==> config.mk <==
export PLATFORM = sky130hd
export DESIGN_NAME = dcache_store_responder
export DESIGN_NICKNAME = d
export VERILOG_FILES = /design/src/rtl/dcache_store_responder.sv
export SDC_FILE = /design/constraint.sdc
export NUM_CORES = 2
export LEC_CHECK = 0
export BUFFER_PORTS_ARGS = -buffer_cell sky130_fd_sc_hd__buf_2
export CAP_MARGIN = 20
export CORE_ASPECT_RATIO = 0.6
export CORE_UTILIZATION = 35
export DETAILED_ROUTE_END_ITERATION = 10
export HOLD_SLACK_MARGIN = 0.02
export PLACE_DENSITY_LB_ADDON = 0.2
export RECOVER_POWER = 25
export SETUP_SLACK_MARGIN = 0.1
export SYNTH_ARGS = -nofsm -noshare
export SYNTH_HDL_FRONTEND = slang
export SYNTH_SLANG_ARGS = --single-unit
==> constraint.sdc <==
create_clock -name clk_i -period 9.2 [get_ports clk_i]
set_input_delay 1.84 -clock clk_i [delete_from_list [all_inputs] [get_ports clk_i]]
set_output_delay 1.84 -clock clk_i [all_outputs]
set_load 0.01 [all_outputs]
==> src/rtl/dcache_store_responder.sv <==
// D$ store-port / AMO responder on a single-port 64-bit data memory.
// Optional perf counters: define STRESP_PERF_CNT_EN.
module dcache_store_responder #(
  parameter int unsigned PLEN    = 56,
  parameter int unsigned INDEX_W = 12,
  parameter int unsigned MEM_AW  = 16
) (
  input  logic                    clk_i,
  input  logic                    rst_i,
  input  logic                    st_req_i,
  input  logic [INDEX_W-1:0]      st_index_i,
  input  logic [63:0]             st_wdata_i,
  input  logic [7:0]              st_be_i,
  output logic                    st_gnt_o,
  input  logic                    st_tag_valid_i,
  input  logic [PLEN-INDEX_W-1:0] st_tag_i,
  input  logic                    st_kill_i,
  input  logic                    amo_req_i,
  input  logic [3:0]              amo_op_i,
  input  logic [1:0]              amo_size_i,
  input  logic [PLEN-1:0]         amo_addr_i,
  input  logic [63:0]             amo_operand_i,
  output logic                    amo_ack_o,
  output logic [63:0]             amo_result_o,
  output logic                    mem_req_o,
  output logic                    mem_we_o,
  output logic [MEM_AW-1:0]       mem_addr_o,
  output logic [63:0]             mem_wdata_o,
  output logic [7:0]              mem_be_o,
  input  logic                    mem_gnt_i,
  input  logic                    mem_rvalid_i,
  input  logic [63:0]             mem_rdata_i,
  output logic [31:0]             perf_st_cnt_o,
  output logic [31:0]             perf_amo_cnt_o
);

  localparam logic [3:0] AMO_LR   = 4'h1;
  localparam logic [3:0] AMO_SC   = 4'h2;
  localparam logic [3:0] AMO_SWAP = 4'h3;
  localparam logic [3:0] AMO_ADD  = 4'h4;
  localparam logic [3:0] AMO_AND  = 4'h5;
  localparam logic [3:0] AMO_OR   = 4'h6;
  localparam logic [3:0] AMO_XOR  = 4'h7;
  localparam logic [3:0] AMO_MAX  = 4'h8;
  localparam logic [3:0] AMO_MAXU = 4'h9;
  localparam logic [3:0] AMO_MIN  = 4'hA;
  localparam logic [3:0] AMO_MINU = 4'hB;

  typedef enum logic [2:0] {
    IDLE, ST_TAG, ST_WRITE,
    AMO_RD, AMO_WAIT, AMO_WR, AMO_RESP
  } state_e;

  state_e state_q, state_d;

  logic [INDEX_W-1:3] idx_q;
  logic [63:0]        sdata_q;
  logic [7:0]         sbe_q;
  logic [MEM_AW-1:0]  swaddr_q;
  logic [3:0]         op_q;
  logic               word_q;
  logic [PLEN-1:2]    aaddr_q;
  logic [63:0]        opnd_q;
  logic [63:0]        old_q;
  logic [63:0]        res_q;
  logic               resv_v_q;
  logic [PLEN-1:3]    resv_q;
  logic               guard_q;

  logic [PLEN-1:3] st_waddr;
  logic            st_commit;
  logic            amo_start;
  logic            op_known;
  logic            sc_ok;
  logic            lane;
  logic [31:0]     rd_word;
  logic [63:0]     rd_ext;
  logic            unused_addr;

  assign unused_addr = ^{st_index_i[2:0], amo_addr_i[1:0]};

  assign st_waddr  = {st_tag_i, idx_q};
  assign st_commit = st_tag_valid_i & ~st_kill_i;
  assign amo_start = amo_req_i & ~st_req_i & ~guard_q;
  assign op_known  = (amo_op_i != 4'h0) &&
                     (amo_op_i <= AMO_MINU);
  assign sc_ok     = resv_v_q &&
                     (resv_q == aaddr_q[PLEN-1:3]);
  assign lane      = aaddr_q[2];
  assign rd_word   = lane ? mem_rdata_i[63:32]
                          : mem_rdata_i[31:0];
  assign rd_ext    = word_q ? {{32{rd_word[31]}}, rd_word}
                            : mem_rdata_i;

  // Word ops are widened to 64 bits so one ALU serves both sizes
  logic [31:0] o32;
  logic [63:0] a_s, b_s, a_u, b_u, new_v;
  logic [63:0] amo_wdata;
  logic [7:0]  amo_be;
  logic        lt_s, lt_u;

  assign o32 = lane ? old_q[63:32] : old_q[31:0];
  assign a_s = word_q ? {{32{o32[31]}}, o32} : old_q;
  assign b_s = word_q ? {{32{opnd_q[31]}}, opnd_q[31:0]}
                      : opnd_q;
  assign a_u = word_q ? {32'h0, o32} : old_q;
  assign b_u = word_q ? {32'h0, opnd_q[31:0]} : opnd_q;
  assign lt_s = $signed(a_s) < $signed(b_s);
  assign lt_u = a_u < b_u;

  always_comb begin
    new_v = b_s;
    unique case (op_q)
      AMO_ADD:  new_v = a_s + b_s;
      AMO_AND:  new_v = a_s & b_s;
      AMO_OR:   new_v = a_s | b_s;
      AMO_XOR:  new_v = a_s ^ b_s;
      AMO_MAX:  new_v = lt_s ? b_s : a_s;
      AMO_MAXU: new_v = lt_u ? b_u : a_u;
      AMO_MIN:  new_v = lt_s ? a_s : b_s;
      AMO_MINU: new_v = lt_u ? a_u : b_u;
      default:  new_v = b_s;
    endcase
  end

  assign amo_wdata = word_q ? {new_v[31:0], new_v[31:0]}
                            : new_v;
  assign amo_be    = word_q ? (lane ? 8'hF0 : 8'h0F)
                            : 8'hFF;

  always_comb begin
    state_d     = state_q;
    st_gnt_o    = 1'b0;
    amo_ack_o   = 1'b0;
    mem_req_o   = 1'b0;
    mem_we_o    = 1'b0;
    mem_addr_o  = '0;
    mem_wdata_o = '0;
    mem_be_o    = '0;
    unique case (state_q)
      IDLE: begin
        st_gnt_o = st_req_i;
        if (st_req_i)
          state_d = ST_TAG;
        else if (amo_start)
          state_d = op_known ? AMO_RD : AMO_RESP;
      end
      ST_TAG: begin
        state_d = st_commit ? ST_WRITE : IDLE;
      end
      ST_WRITE: begin
        mem_req_o   = 1'b1;
        mem_we_o    = 1'b1;
        mem_addr_o  = swaddr_q;
        mem_wdata_o = sdata_q;
        mem_be_o    = sbe_q;
        if (mem_gnt_i) state_d = IDLE;
      end
      AMO_RD: begin
        mem_req_o  = 1'b1;
        mem_addr_o = aaddr_q[MEM_AW+2:3];
        if (mem_gnt_i) state_d = AMO_WAIT;
      end
      AMO_WAIT: begin
        if (mem_rvalid_i) begin
          if (op_q == AMO_LR)
            state_d = AMO_RESP;
          else if (op_q == AMO_SC)
            state_d = sc_ok ? AMO_WR : AMO_RESP;
          else
            state_d = AMO_WR;
        end
      end
      AMO_WR: begin
        mem_req_o   = 1'b1;
        mem_we_o    = 1'b1;
        mem_addr_o  = aaddr_q[MEM_AW+2:3];
        mem_wdata_o = amo_wdata;
        mem_be_o    = amo_be;
        if (mem_gnt_i) state_d = AMO_RESP;
      end
      AMO_RESP: begin
        amo_ack_o = 1'b1;
        state_d   = IDLE;
      end
      default: state_d = IDLE;
    endcase
  end

  always_ff @(posedge clk_i) begin
    if (rst_i) begin
      state_q  <= IDLE;
      idx_q    <= '0;
      sdata_q  <= '0;
      sbe_q    <= '0;
      swaddr_q <= '0;
      op_q     <= '0;
      word_q   <= 1'b0;
      aaddr_q  <= '0;
      opnd_q   <= '0;
      old_q    <= '0;
      res_q    <= '0;
      resv_v_q <= 1'b0;
      resv_q   <= '0;
      guard_q  <= 1'b0;
    end else begin
      state_q <= state_d;
      // Keeps a still-high amo_req_i from re-executing right after ack
      guard_q <= (state_q == AMO_RESP);
      if (state_q == IDLE && st_req_i) begin
        idx_q   <= st_index_i[INDEX_W-1:3];
        sdata_q <= st_wdata_i;
        sbe_q   <= st_be_i;
      end else if (state_q == IDLE && amo_start) begin
        op_q    <= amo_op_i;
        word_q  <= (amo_size_i == 2'b10);
        aaddr_q <= amo_addr_i[PLEN-1:2];
        opnd_q  <= amo_operand_i;
        res_q   <= '0;
      end
      if (state_q == ST_TAG && st_commit) begin
        swaddr_q <= st_waddr[MEM_AW+2:3];
        if (resv_q == st_waddr) resv_v_q <= 1'b0;
      end
      if (state_q == AMO_WAIT && mem_rvalid_i) begin
        old_q <= mem_rdata_i;
        if (op_q == AMO_SC) begin
          resv_v_q <= 1'b0;
          res_q    <= sc_ok ? 64'd0 : 64'd1;
        end else begin
          res_q <= rd_ext;
          if (op_q == AMO_LR) begin
            resv_v_q <= 1'b1;
            resv_q   <= aaddr_q[PLEN-1:3];
          end
        end
      end
    end
  end

`ifdef STRESP_PERF_CNT_EN
  logic [31:0] st_cnt_q, amo_cnt_q;

  always_ff @(posedge clk_i) begin
    if (rst_i) begin
      st_cnt_q  <= '0;
      amo_cnt_q <= '0;
    end else begin
      if (state_q == ST_WRITE && mem_gnt_i)
        st_cnt_q <= st_cnt_q + 32'd1;
      if (amo_ack_o)
        amo_cnt_q <= amo_cnt_q + 32'd1;
    end
  end

  assign perf_st_cnt_o  = st_cnt_q;
  assign perf_amo_cnt_o = amo_cnt_q;
`else
  assign perf_st_cnt_o  = '0;
  assign perf_amo_cnt_o = '0;
`endif

  assign amo_result_o = res_q;

endmodule

==> results.toml <==
[detailed_routing]
num_vias = 33100
routedWlPerCell_um = 25.2
drtIter0Drc = 3937
drt-total-wl_mm = 147
viasPerCell = 5.68
drc = 0
dr.pass1.iters = 6
detail-route-antenna-nets = 0

[outcome]
outcome = "complete, but fails checks"
violations = "capacitance limit, slew limit"

[hold_path]
min_from = "opnd_q[39]"
min_path_type = "flip-flop to flip-flop"
hold_depth = 2
hold_end = "opnd_q[39]"

[synthesis]
ys_warn_count = 0
ys.flop_type = "dfxtp_1"
synthSimpleGateAreaFrac_pct = 23.2
ys_ff_latch = 406
synth-xor-area-share_pct = 3.56
synth-compound-area-share_pct = 27.3
synth_edf_count = 0
syn_inst = 4256
avgSynthCellArea_um2 = 7.00
seq_area_frac_synth_pct = 27.3
synthMuxAreaShare_pct = 1.10
synth_top_family_by_area = "compound AO/OA/AOI/OAI gates"
synthesis.area_um2 = 29800
synth-adder-area-share_pct = 9.51
synth_cell_types = 94
synthArstFlopShare_pct = 0

[cts]
clock_tree.root_cell = "clkbuf_16"
cts_made_buffers = 43
clk_latency_ns = 0.62
clk_pin_slew_worst_paths_ns = 0.07
cts_tree = "built"
clock_path_buffers = 3
htree_levels = 2
cts.sinks = 406

[sta]
setup_viol = 0
fin_worst_skew_ns = 0.0338
min_period_ns = 8.91
worstMarginPinSlew_ns = 5.89
final.setup.tns_ns = 0
final_max_slew_viol_count = 130
worst_slack_ns = 0.289
fmax_mhz = 112
finalCritPeriodShare_pct = 96.9
finalHoldViolCount = 0
max_slew_margin_pct = -293
rsz0062_at_grt = "no"

[cells_and_area]
nets = 5196
final_core_util_pct = 41.9
area_delta_synth_final_pct = 17.8
drive_gt1_share_pct = 16.0
postLayoutCellArea_um2 = 35100

[floorplan]
start_util_pct = 35.5
die_w_um = 379
core_um2 = 83800
rows = 82
die_h_um = 228
io_pins = 546
die-area_um2 = 86300

[global_route]
grt_pass1_vias = 29800
grt_max_degree = 165
grt_util_all_layers_pct = 32.7
grt_overflow = 0
antenna_found_initial = 15
grt_pass1_wl_mm = 209

[setup_path]
cp-startpoint = "word_q"
reg2reg_from = "state_q[1]"
end_kind = "output pin"
worstSetupStartpointType = "flip-flop"
cp.arrival_ns = 7.07
critical_path_class = "flip-flop to output pin"
critPathMaxFanout = 25
reg2reg_depth = 5
rrSetupSlack_ns = 5.96
required_ns = 7.36
reg2reg_to = "aaddr_q[4]"

[pwr]
power_leakage_nw = 14.9
powerDensity_nw_per_um2 = 190
vdd_ir_drop_max_mv = 0.165

[placed_design]
dp_hpwl_mm = 112
gp_congestion = 1.05
placed_cell_area_um2 = 33600
io_buffers = 476
place_ws_ns = 0.848

[run]
cap_violations = 1
[Yosys cell counts, drive strengths merged, types with 32 or more instances]
library cell,number,share of area [%]
nor3,37,0.66
buf,122,2.6
xnor2,71,2.1
a21o,57,1.4
a211oi,32,0.81
xor2,50,1.5
nand2,1018,13
nor2b,72,1.5
nor4,33,0.84
o211ai,46,1.2
a22o,34,1.0
nand4,48,1.0
inv,194,2.4
dfxtp,406,27
clkbuf,238,3.0
ha,224,9.4
nor2,201,2.5
nand2b,58,1.2
o21ai,235,4.0
a21oi,653,11
[final cells by class]
type,count,area (um2)
diodes,12,30.0
clock buffers,61,1260
clock inverters,16,240
fillers,9148,48700
inverters,194,728
multi-input cells,3359,19600
flip-flops and latches,406,8130
well taps,1134,1420
repair buffers,641,3660
[power breakdown]
group | internal, mW | switching, mW | leakage [nW]
clock | 1.10 | 0.800 | 0.743
sequential | 1.94 | 0.173 | 3.29
combinational | 0.816 | 1.84 | 10.9
[logic make-up (layout without fill, tap and decap cells)]
| logic type | count (synthesis) | count (layout) |
|---|---|---|
| AND/OR/NAND/NOR | 1581 | 1581 |
| multiplexers | 32 | 32 |
| AO/OA/AOI/OAI | 1335 | 1335 |
| XOR/XNOR | 121 | 121 |
| flip-flops | 406 | 406 |
| buffers and inverters | 554 | 912 |
| other | 1 | 76 |
| adder cells (fa/ha/maj) | 226 | 226 |
[timing repair]
action / CTS / global route
endpoints found under the hold margin: 0 / 0
setup endpoints to repair: 0 / 33
hold buffers: 0 / 0
buffers inserted: 0 / 1
resized for setup: 0 / 3
[worst max-delay path, stage by stage, from the launching register on]
cell and delay, ns:
dfxtp_4 0.58, and2_2 0.54, nand2_1 0.10, nand2_1 0.27
inv_1 0.08, ha_1 0.42, nor4_2 0.54, nand4_1 0.35
a311oi_1 0.35, o31ai_1 0.23, o21ai_2 0.49, a2111oi_2 0.22
nor3_2 0.20, buf_4 0.30, nor3b_4 0.09, buf_4 0.21
a21oi_1 0.51, a211oi_1 0.13, a211o_1 0.34, o2111ai_1 0.24
buf_2 0.23
[routing by layer]
layer	up-vias	part of all wire, %	track usage, %
li1	15300	-	-
met1	15900	46	48.3
met2	1670	38	42.7
met3	175	13	12.7
met4	8	2.7	8.57
met5	-	0.15	1.50
[registers in the layout, summed over array words and instances (netlist names)]
signal	flops
resv_v_q	1
word_q	1
opnd_q	64
idx_q	9
guard_q	1
sdata_q	64
old_q	64
aaddr_q	54
sbe_q	8
state_q	3
amo_result_o	64
op_q	4
swaddr_q	16
resv_q	53
[through the flow]
stage               power [mW]  hold WS [ns]  std cells
global route              6.95         0.468       5819
CTS                       6.60         0.450       5809
floorplan                 3.65         0.432       4319
global placement          4.69         0.435       5732
finish                    6.67         0.453       5823
detailed placement        4.70         0.441       5732
[worst max path at each step]
stage / to / slack [ns] / depth (start not counted)
final: mem_wdata_o[48] / 0.29 / 20
after global routing: mem_wdata_o[43] / 0.13 / 23
after CTS: mem_wdata_o[37] / 0.20 / 20
after detailed placement: mem_wdata_o[37] / 0.85 / 20
after global placement: mem_wdata_o[45] / 0.82 / 19
after floorplan: mem_wdata_o[45] / 2.02 / 22
[cell usage in the layout, fill, tap and decap left out, types with 13 or more instances in the layout]
cell type  count
a21oi_1      652
a22oi_1       20
clkbuf_1      48
o21ai_1       23
buf_4        157
dfxtp_1      405
o211ai_1      45
xnor2_1       71
a22o_1        34
buf_2        434
and2_1        21
nor2_1       193
nand3_1       29
nand4_1       48
o21ai_0      209
nor2b_1       71
o21bai_1      18
clkbuf_16     43
conb_1        64
a21o_1        57
nor4_1        26
a211oi_1      32
a221o_1       22
xor2_1        50
or3_1         14
a31oi_1       21
ha_1         224
o21a_1        13
a221oi_1      27
inv_1        189
o2111ai_1     19
mux2i_1       28
nand2_1     1013
nor3_1        32
o31ai_1       22
and3_1        14
o22ai_1       20
nand2b_1      58
(Power assumes the default switching activity.)
